==> config.mk <==
export PLATFORM = sky130hd
export DESIGN_NAME = rca_sum_accumulator
export DESIGN_NICKNAME = d
export VERILOG_FILES = /design/src/rtl/rca_sum_accumulator.sv
export SDC_FILE = /design/constraint.sdc
export NUM_CORES = 1
export LEC_CHECK = 0
export BUFFER_PORTS_ARGS = -buffer_cell sky130_fd_sc_hd__buf_4
export CAP_MARGIN = 20
export CORE_MARGIN = 4
export CORE_UTILIZATION = 30
export DETAILED_ROUTE_END_ITERATION = 10
export PLACE_DENSITY_LB_ADDON = 0.15
export SYNTH_ARGS = -nofsm -noshare
export SYNTH_HDL_FRONTEND = slang
export SYNTH_SLANG_ARGS = --single-unit
==> constraint.sdc <==
create_clock -name clk -period 2.1 [get_ports clk]
set_clock_uncertainty 0.1 [all_clocks]
set_input_delay 0.105 -clock clk [delete_from_list [all_inputs] [get_ports clk]]
set_output_delay 0.105 -clock clk [all_outputs]
set_load 0.1 [all_outputs]
==> src/rtl/rca_sum_accumulator.sv <==
// Frame accumulator for the 5-bit ripple-carry adder result: sums up to
// FRAME_LEN samples and presents total, count and sticky overflow for handoff.
module rca_sum_accumulator #(
   parameter int ACC_W     = 16,
   parameter int FRAME_LEN = 8,
   parameter int CNT_W     = $clog2(FRAME_LEN + 1)
) (
   input  logic             clk,
   input  logic             rst,
   input  logic             in_valid,
   output logic             in_ready,
   input  logic             s0,
   input  logic             s1,
   input  logic             s2,
   input  logic             s3,
   input  logic             s4,
   input  logic             in_last,
   output logic             out_valid,
   input  logic             out_ready,
   output logic [ACC_W-1:0] out_sum,
   output logic [CNT_W-1:0] out_count,
   output logic             out_ovf
);

   // Handshake: a transfer happens on a rising edge where valid && ready.
   // in_ready depends on state only; out_valid holds until out_ready is seen.
   typedef enum logic {ACCUM, HOLD} state_t;

   state_t           state, state_nxt;
   logic [ACC_W-1:0] acc;
   logic [CNT_W-1:0] cnt;
   logic             ovf;

   logic [4:0]       sum5;
   logic [ACC_W:0]   next;
   logic [CNT_W-1:0] cnt_inc;
   logic             accept;
   logic             is_final;

   assign sum5     = {s4, s3, s2, s1, s0};
   assign next     = {1'b0, acc} + {{(ACC_W - 4){1'b0}}, sum5};
   assign cnt_inc  = cnt + CNT_W'(1);
   assign in_ready = (state == ACCUM);
   assign out_valid = (state == HOLD);
   assign accept   = in_valid && in_ready;
   // A full frame closes even without in_last.
   assign is_final = in_last || (cnt == CNT_W'(FRAME_LEN - 1));

   always_comb begin
      state_nxt = state;
      case (state)
         ACCUM: if (accept && is_final) state_nxt = HOLD;
         HOLD:  if (out_ready) state_nxt = ACCUM;
         default: state_nxt = ACCUM;
      endcase
   end

   always_ff @(posedge clk) begin
      if (rst) begin
         state     <= ACCUM;
         acc       <= '0;
         cnt       <= '0;
         ovf       <= 1'b0;
         out_sum   <= '0;
         out_count <= '0;
         out_ovf   <= 1'b0;
      end else begin
         state <= state_nxt;
         if (accept) begin
            if (is_final) begin
               out_sum   <= next[ACC_W-1:0];
               out_ovf   <= ovf | next[ACC_W];
               out_count <= cnt_inc;
               acc       <= '0;
               cnt       <= '0;
               ovf       <= 1'b0;
            end else begin
               acc <= next[ACC_W-1:0];
               ovf <= ovf | next[ACC_W];
               cnt <= cnt_inc;
            end
         end
      end
   end

endmodule

==> flow_metrics.py, run 1 <==
metrics = {
    "floorplanning": {
        "rows": 30,
        "io_pins": 33,
        "die_y_um": 93.7,
        "start_util_pct": 31.7,
        "die_area_um2": 8770,
        "core_area_um2": 6940,
        "die_width_um": 93.7,
    },
    "detailed_routing": {
        "drt-total-wl_um": 5940,
        "drt_first_pass_iters": 4,
        "vias": 2090,
        "route.detailed.drc": 0,
        "wl_per_cell_um": 15.0,
        "ant_nets": 0,
        "viasPerCell": 5.26,
        "drt_iter0_drc": 90,
    },
    "setup_path": {
        "cp_max_fo": 4,
        "ff2ff_setup_slack_ns": 0.09,
        "crit_slowest_cell": "fa_2",
        "cp-startpoint": "acc[0]$_SDFFE_PP0P_",
        "endpoint_kind": "flop",
        "cp_top_family": "compound AO/OA/AOI/OAI gates",
        "start_kind": "flop",
        "worst_ep_required_time_ns": 2.22,
        "rr_worst_depth": 7,
        "reg2reg_from": "acc[0]$_SDFFE_PP0P_",
        "r2r_end": "out_sum[12]$_SDFFE_PP0P_",
        "timing.setup.critical_path_class": "flop to flop",
        "path_cells": "ha_2 > fa_2 > a21o_1 > a22oi_2 > clkdlybuf4s15_2 > o21ai_0 > a311oi_1",
        "arrival_ns": 2.13,
        "path_buf_inv": 1,
        "critPathMaxStageDelay_ns": 0.35,
    },
    "sta": {
        "setup_viol": 0,
        "finalCriticalPeriod_ns": 2.01,
        "fin_tns_setup_ns": 0,
        "max_freq_mhz": 497,
        "post-route-period-util_pct": 95.8,
        "timing.hold.ws_ns": 0.0722,
        "hold_viol_final": 0,
        "report.final.slew_viol_count": 0,
        "slew_headroom_pct": 64.9,
        "tightest_slew_ns": 0.527,
        "finalWorstSetupSlack_ns": 0.0872,
    },
    "synth": {
        "ys_seq_area_share_pct": 39.1,
        "synth_ff_type": "dfxtp_1",
        "synth_top_family_by_area": "compound AO/OA/AOI/OAI gates",
        "synthArstFlopShare_pct": 0,
        "ys_ff_latch": 43,
        "synth.cell_area_um2": 2200,
        "synth-edff-count": 0,
        "yosysUniqueCellTypes": 46,
        "syn_avg_cell_area_um2": 8.34,
        "synth_fa_ha_area_share_pct": 4.32,
        "syn_nets": 281,
        "synth-xor-area-share_pct": 2.39,
        "yosys.area_share.simple_pct": 24.3,
        "synth-compound-area-share_pct": 24.8,
        "syn_inst": 264,
        "muxShareOfSynthArea_pct": 0.455,
        "ys_warn_count": 0,
    },
    "job": {
        "drv_cap": 0,
    },
    "pwr": {
        "p_per_area_nw_per_um2": 724,
        "p_seq_share_pct": 41.7,
        "netSwitchingFraction_pct": 30.0,
        "power.total_mw": 2.06,
        "switching_power_mw": 0.618,
        "power.share.combinational_pct": 20.4,
        "p_leak_nw": 1.02,
        "internal_power_mw": 1.44,
        "pwr-share-clk_pct": 37.8,
        "peakVddDrop_mv": 0.342,
    },
    "cells_and_area": {
        "diodes": 0,
        "regArea_um2": 863,
        "syn_to_final_growth_pct": 29.4,
        "final_cell_mix": "buf_4 (46), dfxtp_1 (41), nor2_1 (28)",
        "multi_input_area_um2": 1290,
        "final_common_cell": "buf_4",
        "final_core_util_pct": 41.0,
        "drive_gt1_share_pct": 22.9,
        "final_nets": 317,
        "n_fill_cell": 717,
    },
    "global_route": {
        "grt_pass1_vias": 1923,
        "overflow": 0,
        "grtUsageTotal_pct": 14.3,
        "grt_max_degree": 53,
        "antenna_found_initial": 0,
        "grt_pass1_wl_um": 9850,
    },
    "placed_design": {
        "dpl_worst_slack_ns": 0.00383,
        "gp_congestion": 0.773,
        "hpwl_um": 4020,
        "io_buffers": 32,
    },
    "clocking": {
        "h-tree-depth": 2,
        "tritoncts": "done",
        "cts-root-buf": "clkbuf_8",
        "clk_latency_ns": 0.30,
        "clkSinkCount": 43,
        "numCtsBuffers": 5,
        "cts.reportedPaths.clkPinSlew_ns": 0.09,
        "post_cts_buffers": 0,
        "cts_buffer_depth": 2,
    },
    "min_path": {
        "hp-class": "primary input to flop",
        "min_path_cells": 4,
        "min_to": "cnt[2]$_SDFFE_PP0P_",
        "hp-start": "in_last",
    },
    "outcome": {
        "status": "complete, no violations",
    },
}
==> power by group through the flow <==
| stage | clock (mW) | combinational [mW] | sequential (mW) |
|---|---|---|---|
| after CTS | 0.802 | 0.416 | 0.861 |
| after detailed placement | 0 | 0.413 | 0.880 |
| after global routing | 0.828 | 0.454 | 0.866 |
| after global placement | 0 | 0.413 | 0.879 |
| after floorplan | 0 | 0.140 | 1.03 |
| final | 0.780 | 0.421 | 0.861 |
==> state kept, by name, indices dropped and copies added (netlist names) <==
name / flops
out_ovf: 1
ovf: 1
cnt: 4
out_count: 4
out_valid: 1
out_sum: 16
acc: 16
==> final cells by class <==
type                       instances  area share, %
timing repair buffer              51           15.0
inverter                           3          0.395
multi-input combinational        196           45.4
clock inverter                     2           2.11
sequential                        43           30.3
tap                               96           4.22
clock buffer                       6           2.55
==> logic make-up after synthesis <==
logic type	Yosys count
compound gates	78
xor+xnor	6
fa+ha+maj	7
buf+inv	25
flops	43
mux	1
simple gates	104
==> Yosys cell counts, drive strengths merged (4+ instances only) <==
cell | count | share of area, %
o211ai | 8 | 2.7
a31oi | 4 | 1.1
nand2 | 18 | 3.1
nor3 | 6 | 1.4
ha | 6 | 3.4
a311oi | 10 | 4.0
nand4 | 11 | 3.1
buf | 6 | 1.3
nor2 | 28 | 4.8
nand3 | 9 | 2.0
nand3b | 6 | 2.0
a22oi | 5 | 1.7
a211o | 4 | 1.6
dfxtp | 43 | 39
or3 | 9 | 2.6
clkbuf | 16 | 2.7
o21ai | 15 | 3.4
a21oi | 13 | 3.0
xor2 | 4 | 1.6
nand2b | 7 | 2.0
a211oi | 4 | 1.4
==> worst max path at each step <==
| stage | end | slack [ns] | cells past startpoint |
|---|---|---|---|
| after CTS | out_ovf$_SDFFE_PP0P_ | 0.02 | 6 |
| after global routing | out_sum[14]$_SDFFE_PP0P_ | -0.0008 | 7 |
| after detailed placement | out_ovf$_SDFFE_PP0P_ | 0.004 | 6 |
| final | out_sum[12]$_SDFFE_PP0P_ | 0.09 | 7 |
| after floorplan | acc[11]$_SDFFE_PP0P_ | 0.04 | 5 |
| after global placement | out_ovf$_SDFFE_PP0P_ | 0.03 | 6 |
==> metrics by stage <==
step           cell area, um^2  std cells
5_1_grt                   2850        397
3_5_place_dp              2640        387
6_report                  2850        397
4_1_cts                   2790        396
3_3_place_gp              2640        387
2_1_floorplan             2200        264
==> tightest hold or removal path, stage by stage <==
cell and delay [ns]:
buf_4 0.11, nor4b_1 0.05, a21oi_1 0.11, nor2_1 0.04
==> per-layer routing <==
layer	track usage, %	wire [um]	share of wire (%)	vias to the layer above
met5	0	0	0	-
met4	4.81	59	0.99	0
met3	2.96	150	2.5	5
met2	21.4	2660	45	29
met1	20.3	3070	52	995
li1	-	-	-	1061
==> timing repair <==
action	in CTS	in global routing
setup endpoints to repair	1	13
hold endpoints to repair	1	0
gates resized for setup	1	10
pin swaps	0	3
gates cloned	0	1
hold buffers	1	0
(Power assumes the default switching activity.)
==> run 2: changes to the inputs <==
--- a/config.mk
+++ b/config.mk
@@ -7,6 +7,7 @@
 export LEC_CHECK = 0
 export BUFFER_PORTS_ARGS = -buffer_cell sky130_fd_sc_hd__buf_4
 export CAP_MARGIN = 20
+export CORE_ASPECT_RATIO = 0.75
 export CORE_MARGIN = 4
 export CORE_UTILIZATION = 30
 export DETAILED_ROUTE_END_ITERATION = 10
==> run 2 against run 1 <==
  * Combinational power is essentially flat
  * Critical path depth is 2 lower
  * Sequential share of layout area rose by 0.26 points
  * Worst setup slack improved by 0.023 ns
  * Power shrank 8.5%
  * Via count is 0.57% higher
  * Cell area shrank 0.83%
  * Maximum frequency is 1.2% higher
  * Clock power shrank 23%
  * Non-clock buffer count is 4 higher
==> flow_metrics.py, run 2 (synthesized netlist as in run 1, its figures left out) <==
metrics = {
    "global_route": {
        "antenna_found_initial": 0,
        "grt_pass1_vias": 1956,
        "grt_pass1_wl_um": 9850,
        "grtUsageTotal_pct": 14.1,
        "grt_max_degree": 53,
        "overflow": 0,
    },
    "cells_and_area": {
        "diodes": 0,
        "final_cells": 403,
        "final_nets": 321,
        "drive_gt1_share_pct": 23.9,
        "syn_to_final_growth_pct": 28.3,
        "final_cell_mix": "buf_4 (50), dfxtp_1 (41), nor2_1 (28)",
        "final_core_util_pct": 40.6,
        "reg.largest.list": "acc x16, out_sum x16",
        "final_common_cell": "buf_4",
    },
    "pwr": {
        "peakVddDrop_mv": 0.382,
        "netSwitchingFraction_pct": 32.7,
        "p_leak_nw": 1.02,
        "pwr-share-clk_pct": 31.9,
        "p_per_area_nw_per_um2": 668,
        "p_seq_share_pct": 45.7,
        "internal_power_mw": 1.27,
        "switching_power_mw": 0.617,
        "power.share.combinational_pct": 22.5,
    },
    "setup_path": {
        "path_buf_inv": 0,
        "crit_slowest_cell": "or4_1",
        "rr_worst_depth": 5,
        "start_kind": "flop",
        "cp_top_family": "simple AND/OR/NAND/NOR gates",
        "crit_cells": 5,
        "cp-startpoint": "cnt[1]$_SDFFE_PP0P_",
        "timing.setup.critical_path_class": "flop to flop",
        "cp_max_fo": 3,
        "cp-endpoint": "acc[11]$_SDFFE_PP0P_",
        "path_cells": "ha_1 > and3b_1 > or3_1 > or4_1 > a31oi_1",
        "endpoint_kind": "flop",
        "reg2reg_from": "cnt[1]$_SDFFE_PP0P_",
        "ff2ff_setup_slack_ns": 0.11,
        "worst_ep_required_time_ns": 2.23,
        "r2r_end": "acc[11]$_SDFFE_PP0P_",
        "arrival_ns": 2.12,
        "critPathMaxStageDelay_ns": 0.55,
    },
    "sta": {
        "rsz0062_at_grt": "no",
        "max_freq_mhz": 503,
        "setup_viol": 0,
        "report.final.slew_viol_count": 0,
        "hold_viol_final": 0,
        "post-route-period-util_pct": 94.8,
        "timing.hold.ws_ns": 0.0658,
        "finalCriticalPeriod_ns": 1.99,
        "slew_headroom_pct": 66.0,
        "fin_tns_setup_ns": 0,
        "tightest_slew_ns": 0.510,
    },
    "clocking": {
        "h-tree-depth": 2,
        "clk_latency_ns": 0.30,
        "cts.reportedPaths.clkPinSlew_ns": 0.09,
        "cts_buffer_depth": 2,
        "cts-root-buf": "clkbuf_8",
        "numCtsBuffers": 5,
        "clkSinkCount": 43,
        "tritoncts": "done",
    },
    "detailed_routing": {
        "ant_nets": 0,
        "drt_iter0_drc": 89,
        "vias": 2102,
        "wl_per_cell_um": 14.8,
        "drt-total-wl_um": 5970,
        "viasPerCell": 5.22,
        "route.detailed.drc": 0,
        "drt_first_pass_iters": 4,
    },
    "placed_design": {
        "hpwl_um": 4140,
        "placedCellCount": 392,
        "io_buffers": 32,
        "gp_congestion": 0.783,
    },
    "job": {
        "drv_cap": 0,
    },
    "min_path": {
        "hp-class": "primary input to flop",
    },
    "floorplanning": {
        "die_width_um": 107,
        "core_area_um2": 6960,
        "rows": 26,
        "io_pins": 33,
        "die_y_um": 82.2,
        "start_util_pct": 31.6,
        "die_area_um2": 8780,
    },
    "outcome": {
        "status": "complete, no violations",
    },
}
==> run 2: cell count changes in the layout (fill, tap and decap cells not counted), moves of 2 or more <==
cell,before,now
buf_4,46,50
a311oi_1,8,10
a311oi_2,2,0
bufinv_16,2,0
clkbuf_8,5,7
==> run 2: metrics by stage <==
step	setup slack [ns]	power, mW	cell area [um^2]
floorplan	0.0443	1.17	2200
global placement	0.0282	1.29	2660
detailed placement	-0.0257	1.29	2660
CTS	0.000153	1.91	2770
global route	0.0151	1.97	2820
finish	0.110	1.89	2820
==> run 2: layout make-up <==
class                   count  area [um^2]
clock buffers               7         96.3
clock inverters             1         7.51
fillers                   746         4140
inverters                   3         11.3
multi-input cells         196         1280
flip-flops and latches     43          863
well taps                  98          123
repair buffers             55          442
==> run 2: power groups by stage <==
stage               Combinational (mW)  Clock (mW)  Sequential, mW
floorplan                        0.140           0            1.03
global route                     0.454       0.645           0.866
global placement                 0.415           0           0.880
CTS                              0.418       0.628           0.861
detailed placement               0.415           0           0.880
finish                           0.424       0.601           0.862
==> run 2: timing repair <==
action,CTS,global route
hold buffers,1,0
setup buffers,0,1
setup endpoints to repair,4,13
endpoints found under the hold margin,1,0
pin swaps,1,3
gates resized for setup,1,12
gates cloned,0,1
==> run 2: metal layers <==
metal  wire, um  vias up  GRT usage [%]
met5          0        -              0
met4         40        0           3.07
met3        336        4           3.57
met2       2550       39           22.2
met1       3050      993           19.6
li1           -     1066              -
==> run 2: how the worst min path moves through the flow <==
stage | from | endpoint | slack (ns) | depth (start not counted)
floorplan | out_ready | out_valid$_SDFF_PP0_ | 0.18 | 2
global placement | out_ready | out_valid$_SDFF_PP0_ | 0.27 | 3
detailed placement | out_ready | out_valid$_SDFF_PP0_ | 0.27 | 3
CTS | in_last | cnt[2]$_SDFFE_PP0P_ | 0.07 | 4
global route | in_last | cnt[2]$_SDFFE_PP0P_ | 0.11 | 4
finish | in_last | cnt[2]$_SDFFE_PP0P_ | 0.07 | 4
==> run 2: worst reg2reg max path, cell delays in order, from the launching register on <==
cell and delay [ns]:
dfxtp_1 0.34, ha_1 0.19, and3b_1 0.19, or3_1 0.39, or4_1 0.55, a31oi_1 0.18
